**src/rtl/axi4_lite_slave_regs_pkg.sv**
```systemverilog
// Shared AXI4-Lite slave definitions: response codes, FSM state types and
// the register-index range helper.
package axi4_lite_addr_map_package;

    localparam logic [1:0] RESP_OKAY   = 2'b00;
    localparam logic [1:0] RESP_SLVERR = 2'b10;

    typedef enum logic {WR_IDLE, WR_RESP} wr_state_t;
    typedef enum logic {RD_IDLE, RD_RESP} rd_state_t;

    // True when a decoded word index addresses an implemented register.
    function automatic logic idx_in_range(input logic [31:0] idx, input int unsigned reg_num);
        return idx < reg_num;
    endfunction

endpackage

```
**src/rtl/axi4_lite_slave_regs_wstrb_merge.sv**
```systemverilog
// Byte-strobe merge: each byte of the result comes from the new word when its
// strobe bit is set, otherwise from the old word.
module axi4_lite_wstrb_merge #(
    parameter int unsigned DATA_WIDTH = 32
) (
    input  logic [DATA_WIDTH-1:0]   i_old,
    input  logic [DATA_WIDTH-1:0]   i_new,
    input  logic [DATA_WIDTH/8-1:0] i_strb,
    output logic [DATA_WIDTH-1:0]   o_merged
);

    // Per-byte select between old and new data.
    always_comb begin
        o_merged = i_old;
        for (int unsigned b = 0; b < DATA_WIDTH/8; b++) begin
            if (i_strb[b]) begin
                o_merged[b*8 +: 8] = i_new[b*8 +: 8];
            end
        end
    end

endmodule

```
**src/rtl/axi4_lite_slave_regs.sv**
```systemverilog
// AXI4-Lite register bank slave with independent write and read FSMs.
// AW and W may arrive in either order; out-of-range indices return SLVERR.
// Optional macro AXI4_LITE_SLAVE_WR_PULSE_EN adds a per-register write pulse.
module axi4_lite_slave_regs
    import axi4_lite_addr_map_package::*;
#(
    parameter int unsigned ADDR_WIDTH       = 32,
    parameter int unsigned DATA_WIDTH       = 32,
    parameter int unsigned REG_NUM          = 16,
    parameter int unsigned LOCAL_ADDR_WIDTH = 12,
    parameter logic [DATA_WIDTH-1:0] RESET_VAL = 32'h0
) (
    input  logic                            clk,
    input  logic                            rst,
    input  logic [ADDR_WIDTH-1:0]           AWADDR,
    input  logic                            AWVALID,
    output logic                            AWREADY,
    input  logic [DATA_WIDTH-1:0]           WDATA,
    input  logic [DATA_WIDTH/8-1:0]         WSTRB,
    input  logic                            WVALID,
    output logic                            WREADY,
    output logic [1:0]                      BRESP,
    output logic                            BVALID,
    input  logic                            BREADY,
    input  logic [ADDR_WIDTH-1:0]           ARADDR,
    input  logic                            ARVALID,
    output logic                            ARREADY,
    output logic [DATA_WIDTH-1:0]           RDATA,
    output logic [1:0]                      RRESP,
    output logic                            RVALID,
    input  logic                            RREADY,
    output logic [REG_NUM*DATA_WIDTH-1:0]   reg_q
`ifdef AXI4_LITE_SLAVE_WR_PULSE_EN
    ,
    output logic [REG_NUM-1:0]              reg_wr_pulse
`endif
);

    localparam int unsigned IDX_W  = LOCAL_ADDR_WIDTH - 2;
    localparam int unsigned STRB_W = DATA_WIDTH / 8;

    logic                  r_rst_done;
    wr_state_t             r_wr_state;
    rd_state_t             r_rd_state;
    logic                  r_aw_done;
    logic                  r_w_done;
    logic [IDX_W-1:0]      r_aw_idx;
    logic [DATA_WIDTH-1:0] r_wdata;
    logic [STRB_W-1:0]     r_wstrb;
    logic                  r_bvalid;
    logic [1:0]            r_bresp;
    logic                  r_rvalid;
    logic [1:0]            r_rresp;
    logic [DATA_WIDTH-1:0] r_rdata;
    logic [DATA_WIDTH-1:0] r_regs [REG_NUM];

    logic                  w_aw_hs;
    logic                  w_w_hs;
    logic                  w_ar_hs;
    logic [IDX_W-1:0]      w_wr_idx;
    logic [DATA_WIDTH-1:0] w_wr_data;
    logic [STRB_W-1:0]     w_wr_strb;
    logic                  w_wr_fire;
    logic                  w_wr_valid;
    logic                  w_wr_en;
    logic [DATA_WIDTH-1:0] w_wr_old;
    logic [DATA_WIDTH-1:0] w_wr_merged;
    logic [IDX_W-1:0]      w_rd_idx;
    logic                  w_rd_valid;
    logic [DATA_WIDTH-1:0] w_rd_word;
    logic                  w_unused;

    assign AWREADY = r_rst_done && (r_wr_state == WR_IDLE) && !r_aw_done;
    assign WREADY  = r_rst_done && (r_wr_state == WR_IDLE) && !r_w_done;
    assign ARREADY = r_rst_done && (r_rd_state == RD_IDLE);
    assign BVALID  = r_bvalid;
    assign BRESP   = r_bresp;
    assign RVALID  = r_rvalid;
    assign RRESP   = r_rresp;
    assign RDATA   = r_rdata;

    assign w_aw_hs = AWVALID && AWREADY;
    assign w_w_hs  = WVALID && WREADY;
    assign w_ar_hs = ARVALID && ARREADY;

    // A channel handshaking this cycle takes priority over its latched copy,
    // so the write can complete on the same edge as the later handshake.
    assign w_wr_idx   = w_aw_hs ? AWADDR[LOCAL_ADDR_WIDTH-1:2] : r_aw_idx;
    assign w_wr_data  = w_w_hs ? WDATA : r_wdata;
    assign w_wr_strb  = w_w_hs ? WSTRB : r_wstrb;
    assign w_wr_fire  = (r_wr_state == WR_IDLE) && (r_aw_done || w_aw_hs) && (r_w_done || w_w_hs);
    assign w_wr_valid = idx_in_range(32'(w_wr_idx), REG_NUM);
    assign w_wr_en    = w_wr_fire && w_wr_valid && (|w_wr_strb);

    assign w_rd_idx   = ARADDR[LOCAL_ADDR_WIDTH-1:2];
    assign w_rd_valid = idx_in_range(32'(w_rd_idx), REG_NUM);

    // Address bits outside the local decode window are intentionally ignored.
    assign w_unused = ^{AWADDR, ARADDR};

    // Current contents of the write target and read target registers.
    always_comb begin
        w_wr_old  = '0;
        w_rd_word = '0;
        for (int unsigned k = 0; k < REG_NUM; k++) begin
            if (32'(w_wr_idx) == k) begin
                w_wr_old = r_regs[k];
            end
            if (32'(w_rd_idx) == k) begin
                w_rd_word = r_regs[k];
            end
        end
    end

    axi4_lite_wstrb_merge #(
        .DATA_WIDTH (DATA_WIDTH)
    ) u_wstrb_merge (
        .i_old    (w_wr_old),
        .i_new    (w_wr_data),
        .i_strb   (w_wr_strb),
        .o_merged (w_wr_merged)
    );

    // Flat export of the register bank.
    for (genvar g = 0; g < REG_NUM; g++) begin : g_reg_q
        assign reg_q[g*DATA_WIDTH +: DATA_WIDTH] = r_regs[g];
    end

    // Ready outputs are held low until the first edge after reset release.
    always_ff @(posedge clk or negedge rst) begin
        if (!rst) begin
            r_rst_done <= 1'b0;
        end else begin
            r_rst_done <= 1'b1;
        end
    end

    // Register bank update on a completed, in-range write.
    always_ff @(posedge clk or negedge rst) begin
        if (!rst) begin
            for (int unsigned k = 0; k < REG_NUM; k++) begin
                r_regs[k] <= RESET_VAL;
            end
        end else if (w_wr_en) begin
            for (int unsigned k = 0; k < REG_NUM; k++) begin
                if (32'(w_wr_idx) == k) begin
                    r_regs[k] <= w_wr_merged;
                end
            end
        end
    end

    // Write FSM: collect AW and W in any order, then hold B until accepted.
    always_ff @(posedge clk or negedge rst) begin
        if (!rst) begin
            r_wr_state <= WR_IDLE;
            r_aw_done  <= 1'b0;
            r_w_done   <= 1'b0;
            r_aw_idx   <= '0;
            r_wdata    <= '0;
            r_wstrb    <= '0;
            r_bvalid   <= 1'b0;
            r_bresp    <= RESP_OKAY;
        end else begin
            case (r_wr_state)
                WR_IDLE: begin
                    if (w_aw_hs) begin
                        r_aw_idx  <= AWADDR[LOCAL_ADDR_WIDTH-1:2];
                        r_aw_done <= 1'b1;
                    end
                    if (w_w_hs) begin
                        r_wdata  <= WDATA;
                        r_wstrb  <= WSTRB;
                        r_w_done <= 1'b1;
                    end
                    if (w_wr_fire) begin
                        r_bvalid   <= 1'b1;
                        r_bresp    <= w_wr_valid ? RESP_OKAY : RESP_SLVERR;
                        r_wr_state <= WR_RESP;
                    end
                end
                WR_RESP: begin
                    if (BREADY) begin
                        r_bvalid   <= 1'b0;
                        r_aw_done  <= 1'b0;
                        r_w_done   <= 1'b0;
                        r_wr_state <= WR_IDLE;
                    end
                end
                default: r_wr_state <= WR_IDLE;
            endcase
        end
    end

    // Read FSM: capture data on AR handshake, hold R until accepted.
    always_ff @(posedge clk or negedge rst) begin
        if (!rst) begin
            r_rd_state <= RD_IDLE;
            r_rvalid   <= 1'b0;
            r_rresp    <= RESP_OKAY;
            r_rdata    <= '0;
        end else begin
            case (r_rd_state)
                RD_IDLE: begin
                    if (w_ar_hs) begin
                        r_rdata    <= w_rd_valid ? w_rd_word : '0;
                        r_rresp    <= w_rd_valid ? RESP_OKAY : RESP_SLVERR;
                        r_rvalid   <= 1'b1;
                        r_rd_state <= RD_RESP;
                    end
                end
                RD_RESP: begin
                    if (RREADY) begin
                        r_rvalid   <= 1'b0;
                        r_rd_state <= RD_IDLE;
                    end
                end
                default: r_rd_state <= RD_IDLE;
            endcase
        end
    end

`ifdef AXI4_LITE_SLAVE_WR_PULSE_EN
    logic [REG_NUM-1:0] r_wr_pulse;

    // One-cycle pulse per register, aligned with the first cycle of new reg_q.
    always_ff @(posedge clk or negedge rst) begin
        if (!rst) begin
            r_wr_pulse <= '0;
        end else begin
            r_wr_pulse <= '0;
            if (w_wr_en) begin
                for (int unsigned k = 0; k < REG_NUM; k++) begin
                    if (32'(w_wr_idx) == k) begin
                        r_wr_pulse[k] <= 1'b1;
                    end
                end
            end
        end
    end

    assign reg_wr_pulse = r_wr_pulse;
`else
    // No write pulse output; the write enable only drives the register bank.
`endif

endmodule

```
**config.mk**
```make
export PLATFORM = sky130hd
export DESIGN_NAME = axi4_lite_slave_regs
export DESIGN_NICKNAME = d
export VERILOG_FILES = /design/src/rtl/axi4_lite_slave_regs_pkg.sv /design/src/rtl/axi4_lite_slave_regs_wstrb_merge.sv /design/src/rtl/axi4_lite_slave_regs.sv
export SDC_FILE = /design/constraint.sdc
export NUM_CORES = 2
export LEC_CHECK = 0
export BUFFER_PORTS_ARGS = -buffer_cell sky130_fd_sc_hd__buf_4
export CORE_AREA = 2 2 256 258
export CTS_CLUSTER_DIAMETER = 80
export DETAILED_ROUTE_END_ITERATION = 8
export DIE_AREA = 0 0 258 260
export HOLD_SLACK_MARGIN = 0.06
export MAX_ROUTING_LAYER = met4
export PLACE_DENSITY = 0.72
export RECOVER_POWER = 25
export REMOVE_ABC_BUFFERS = 1
export SLEW_MARGIN = 20
export SYNTH_ARGS = -nofsm -noshare
export SYNTH_HDL_FRONTEND = slang
export SYNTH_HIERARCHICAL = 1
export SYNTH_SLANG_ARGS = --single-unit
```
**constraint.sdc**
```tcl
create_clock -name clk -period 4.25 [get_ports clk]
set_input_delay 0.6375 -clock clk [delete_from_list [all_inputs] [get_ports clk]]
set_output_delay 0.6375 -clock clk [all_outputs]
set_load 0.02 [all_outputs]
```
After elaboration in Yosys (flattened, before gate mapping)

Cells that the tools add are included.

Output and inout port bits: 553
Logic and storage cells: 166
Input bits: 107
Bits in writable memories: 0
Register bits: 601
Memories kept: 0
Memory bits (read-only): 0
Latch bits: 0

Multiplexer cells: 57
$mul: 0
Shift-type cells: 0
Div/mod/pow operators: 0
Add/subtract/negate cells: 0
Equality and inequality tests: 36
Reductions and logical operators: 40
Bitwise operators: 2
Magnitude comparators: 2

Operator list:

| kind                                                                    | count |
|---|---|
| 32-bit two-way mux                                                      | 33 |
| 10-bit by 4-bit equality test with 1-bit output (second input constant) | 16 |
| 10-bit by 3-bit equality test with 1-bit output (second input constant) | 8 |
| 2-bit AND reduction                                                     | 22 |
| 10-bit by 2-bit equality test with 1-bit output (second input constant) | 4 |
| 8-bit two-way mux                                                       | 4 |
| 10-bit by 1-bit equality test with 1-bit output (second input constant) | 2 |
| 10-bit zero test                                                        | 2 |
| 10-bit by 5-bit < comparator with 1-bit output (second input constant)  | 2 |
| 2-bit inequality test (second input constant)                           | 6 |
| 1-bit case mux with 2 select lines                                      | 6 |
| 1-bit logical AND                                                       | 11 |
| 1-bit two-way mux                                                       | 10 |
| 10-bit two-way mux                                                      | 1 |
| 2-bit two-way mux                                                       | 2 |
| 4-bit two-way mux                                                       | 1 |
| 4-bit OR reduction                                                      | 1 |
| 1-bit zero test                                                         | 2 |
| 1-bit logical OR                                                        | 2 |
| 1-bit NOT                                                               | 2 |

Longest topological paths before layout

Depth in word-level cells: 22
Gate-level depth with buffers: 15
Mapped depth without buffers: 11

Cells and area by module

The synthesis kept the hierarchy.

By module, submodules not included:

| module                | times used | cells each | area each (µm²) | seq. area each (µm²) |
|---|---|---|---|---|
| axi4_lite_slave_regs  | 1          | 2700       | 30600.6         | 14989.4 |
| axi4_lite_wstrb_merge | 1          | 36         | 525.5           | 0.0 |

Least setup slack after synthesis

No wires, ideal clock.

Kind: in2reg
From: input AWADDR[10]
To: register r_regs (netlist bit reg_q[172])
Buffers on the path: 4
Data required time: 4122 ps
Path slack: 938 ps
Stages on the path: 13
Library setup time: 128 ps
Data arrival time: 3184 ps
Cells stage by stage: nor4_4 nand4_1 and2_1 clkbuf_1 nor2_1 buf_2 buf_1 o22ai_1 o221ai_1 a21oi_1 mux2_4 clkbuf_1 mux2_1

Word-level cells in the longest chain between the ends: 18
Elaborated cells on any way between the ends: 36
Classes of those cells: 1 x order compare; 15 x eq/ne; 17 x mux; 3 x reduce/logical

Ends and longest elaborated chain:

| what                                            | RTL line                               | source |
|---|---|---|
| start, declared                                 | axi4_lite_slave_regs.sv:15             | `input logic [ADDR_WIDTH-1:0] AWADDR,` |
| 10-bit two-way mux (*)                          | -                                      |  |
| 10-bit by 1-bit equality test with 1-bit output | axi4_lite_slave_regs.sv:106            | `if (32'(w_wr_idx) == k) begin` |
| 32-bit two-way mux (14 in a row)                | axi4_lite_slave_regs.sv:106            |  |
| 32-bit two-way mux (*)                          | axi4_lite_slave_regs.sv:106            |  |
| via w_wr_old[12]                                | axi4_lite_slave_regs.sv:66             | `logic [DATA_WIDTH-1:0] w_wr_old;` |
| 8-bit two-way mux (*)                           | axi4_lite_slave_regs_wstrb_merge.sv:16 | `if (i_strb[b]) begin` |
| via w_wr_merged[12]                             | axi4_lite_slave_regs.sv:67             | `logic [DATA_WIDTH-1:0] w_wr_merged;` |
| end signal, assigned by index                   | axi4_lite_slave_regs.sv:147            | `r_regs[k] <= w_wr_merged;` |
| end, declared                                   | axi4_lite_slave_regs.sv:55             | `logic [DATA_WIDTH-1:0] r_regs [REG_NUM];` |

The timed path passes the listed nets; every way through them passes the cells marked *.
A chain may end at the register's enable or synchronous reset.

Final worst setup path

From: register r_aw_done
To: register r_regs (netlist bit reg_q[41])

Word-level cells in the longest chain between the ends: 21
Elaborated cells on any way between the ends: 42
Classes of those cells: 1 x order compare; 15 x eq/ne; 17 x mux; 9 x reduce/logical

Ends and longest elaborated chain:

| what                                            | RTL line                               | source |
|---|---|---|
| start, declared                                 | axi4_lite_slave_regs.sv:45             | `logic r_aw_done;` |
| start signal, assigned                          | axi4_lite_slave_regs.sv:157            | `r_aw_done <= 1'b0;` |
| start signal, assigned                          | axi4_lite_slave_regs.sv:169            | `r_aw_done <= 1'b1;` |
| start signal, assigned                          | axi4_lite_slave_regs.sv:185            | `r_aw_done <= 1'b0;` |
| 1-bit zero test (*)                             | axi4_lite_slave_regs.sv:73             | `assign AWREADY = r_rst_done && (r_wr_state == WR_IDLE) && !r_aw_done;` |
| 1-bit logical AND (*)                           | axi4_lite_slave_regs.sv:73             |  |
| 1-bit logical AND (*)                           | axi4_lite_slave_regs.sv:82             | `assign w_aw_hs = AWVALID && AWREADY;` |
| 10-bit two-way mux (*)                          | -                                      |  |
| 10-bit by 1-bit equality test with 1-bit output | axi4_lite_slave_regs.sv:106            |  |
| 32-bit two-way mux (14 in a row)                | axi4_lite_slave_regs.sv:106            |  |
| 32-bit two-way mux (*)                          | axi4_lite_slave_regs.sv:106            |  |
| via w_wr_old[9]                                 | axi4_lite_slave_regs.sv:66             |  |
| 8-bit two-way mux (*)                           | axi4_lite_slave_regs_wstrb_merge.sv:16 |  |
| via w_wr_merged[9]                              | axi4_lite_slave_regs.sv:67             |  |

Marked as above.

==> results by group <==
Yosys
  • Syn avg cell area: 11.38 µm²
  • #FFs+latches synth: 599
  • Netlist cell types: 76
  • Most used DFF post-synth: dfrtp_1
  • Number of synthesized flops with an enable pin: 0
  • Register area share after synthesis: 48.16%
  • YS warnings: 6
  • Mapped Area: 31130 µm²
  • Async SR Flop Fraction: 100.0%
  • Cells after Synth: 2736

Clock tree
  • Clock sinks: 599
  • Clk root buf: clkbuf_16
  • Post-CTS Hold Fix Bufs: 0
  • Worst-skew pair later-pin latency: 0.62 ns
  • Reg clk slew, reported paths: 0.06 ns
  • CTS Buffer Depth: 3
  • Post-CTS setup buffers: 0
  • PostCTS Resize Cnt: 0
  • Number of buffers created by CTS: 67
  • H-Tree Depth: 3
  • CTS tree: built

Place
  • Placed cell area: 38270 µm²
  • HPWL Detailed: 120.6 mm
  • RePlAce Congestion: 1.117
  • IO buf count: 613

STA
  • Worst slew pin tran: 2.956 ns
  • Fin Clk Skew: 0.02952 ns
  • Final setup vio count: 0
  • Fin crit share: 94.56%
  • Tmin final: 4.019 ns
  • Max-slew violations: 103
  • Rel. slew slack: -97.06%
  • RSZ-0062 raised after global routing: no
  • Achievable Freq: 248.8 MHz
  • Hold Fails Final Rpt: 0

Die
  • Site Rows: 93
  • Die ar.: 67080 µm²
  • Core area: 64120 µm²
  • # IOs: 660
  • Die Span X: 258 µm
  • Die Y: 260 µm
  • Starting density of the core: 48.55%

Worst setup path
  • Reg-to-Reg End: reg_q[41]
  • Worst-path fanout max: 22
  • R2R Setup Slk: 0.23 ns
  • CP Launch Type: register
  • Worst Setup End Kind: register
  • CP Class: reg2reg
  • Worst R2R Path Depth: 12
  • FF-to-FF Start: r_aw_done
  • CP arrival: 4.50 ns
  • Critical Path RT: 4.73 ns

GRT
  • Initial antenna violation count: 5
  • Largest net degree at the start of global routing: 105
  • Vias in the first global route: 30820
  • Total gr overflow: 0
  • GRT Total Usage: 50.85%
  • First-pass GRT wire length: 234.3 mm

Layout
  • Nets: 3544
  • Share of layout cells above drive strength 1: 38.93%
  • Seq. cell area: 14990 µm²
  • Non-Filler Cell Area, Final: 40490 µm²
  • Multi-input gate area: 15240 µm²
  • Layout Area Growth over Synthesis: 30.08%
  • Filler cells: 5128

Run
  • # Max-Cap Violations: 1

Min path
  • Hold Path End: r_rd_state
  • WHS Path Cells: 2
  • Hold Path Class: in2reg
  • Hold path start: RREADY

Run status
  • Violated checks: DRC, capacitance limit, slew limit
  • Status: complete, but fails checks

Drt
  • Final WL: 169.2 mm
  • Avg WL per Cell: 38.97 µm
  • Avg Vias per Cell: 7.236
  • Via count: 31420
  • DRT iter0 DRCs: 4990
  • Drt drc: 23
  • First drt pass iteration count: 9
  • Antenna-violating nets left: 0

Pwr
  • Leak: 0.02028 µW
  • Max IR drop VDD: 0.2805 mV
  • Total power: 17480 µW
  • Pwr Density: 431.7 nW/µm²
how the worst max path moves through the flow:
stage | from | endpoint | slack, ns | cells after the start
global placement | AWVALID | reg_q[169] | 0.31 | 13
finish | r_aw_done | reg_q[41] | 0.23 | 12
detailed placement | AWVALID | reg_q[251] | 0.26 | 14
CTS | r_aw_done | reg_q[187] | 0.36 | 13
floorplan | r_wr_state | reg_q[352] | -1.24 | 8
global route | r_aw_done | reg_q[41] | 0.06 | 12
worst max-delay path, stage by stage (launching register included):
cell,delay (ns)
dfrtp_1,0.53
nand4bb_1,0.30
buf_12,0.21
nand2_1,0.14
o32a_1,0.69
nor2_1,0.15
buf_4,0.27
a222oi_1,0.36
nand2_1,0.08
a221oi_1,0.27
a21oi_1,0.13
mux2_4,0.39
mux2_1,0.33
per-stage QoR:
step	TNS [ns]	instances	util (%)	hold slack, ns	worst slack [ns]
after CTS	0	4338	63.25	0.1321	0.3603
after global routing	0	4342	63.15	0.2242	0.06063
final	0	4342	63.15	0.2267	0.2312
after detailed placement	0	4223	59.69	0.4767	0.2621
after global placement	0	4223	59.69	0.4648	0.3098
after floorplan	-461.53	2513	-	0.3419	-1.235
cell type report:
cell class / count / share of cell area [%]
diodes: 4 / 0.02472
clock buffers: 97 / 4.867
clock inverters: 18 / 0.7664
inverters: 13 / 0.1205
multi-input cells: 1901 / 37.63
flip-flops and latches: 599 / 37.02
well taps: 855 / 2.642
repair buffers: 855 / 16.93
synthesized netlist by cell type, drive strengths merged, types with 4 or more instances:
library cell  count  area, µm²
nand4            18      112.6
a22o             19      166.4
a21oi           135      675.7
o221ai           17      148.9
nor2b            14      87.58
mux2            627       7181
o21a              6      45.04
o22a             13      113.9
a22oi           103      773.2
a221o            11      110.1
clkbuf          134      503.0
o211ai           14      105.1
inv              13      48.80
a31oi            16      100.1
dfrtp           599      14990
and3             11      68.82
nor3             35      196.4
o21ai           123      615.6
buf              90      538.0
mux2i            24      240.2
a21o              4      30.03
a211oi           19      142.6
or3               8      50.05
a31o             11      96.34
nor2            132      500.5
nand3            40      200.2
or2               5      31.28
nand2           204      790.8
a222oi           59      590.6
o22ai            96      600.6
and2              9      56.30
a221oi           52      455.4
nand2b            7      43.79
nor4             11      96.34
o32ai             4      35.03
mux4              9      202.7
per-layer routing:
layer	part of all wire, %	track usage [%]
met3	15	18.70
met1	34	59.36
met2	42	72.16
met5	0	-
met4	9.1	36.59
where the power goes:
part           internal, µW  leakage, µW  switching [µW]
clock network          3700      0.00112            2450
logic                  1660       0.0109            3080
registers              6130      0.00825             468
total                 11500       0.0203            5990
state kept, by name, summed over array words and instances (netlist names), 4 cells and up:
signal,count
r_wstrb,4
r_aw_idx,10
r_wdata,32
RDATA,32
reg_q,512
cell usage in the layout (no fill, tap or decap), types with 24 or more instances in the layout:
cell type / synthesis / layout
nor3_1: 32 / 29
nor2_1: 130 / 126
nand3_1: 40 / 36
mux2_1: 302 / 302
buf_12: 0 / 37
dfrtp_1: 599 / 599
mux2_4: 32 / 32
o22ai_1: 96 / 88
a222oi_1: 59 / 59
a21oi_1: 135 / 133
o21ai_0: 118 / 118
mux2i_1: 24 / 24
clkbuf_16: 0 / 68
buf_4: 33 / 807
mux2_2: 293 / 293
nand2_1: 194 / 191
a221oi_1: 52 / 52
a22oi_1: 103 / 103
kinds of logic (layout without fill, tap and decap cells):
group	count (synthesis)	count (layout)	synth area share [%]
and+or+nand+nor	507	507	7.577
other	2	7	0.02413
DFF	599	599	48.16
AOI/OAI and AO/OA	731	731	16.25
buffers and inverters	237	983	3.501
muxes	660	660	24.49
Note: power is estimated with default switching activity, not from simulation.
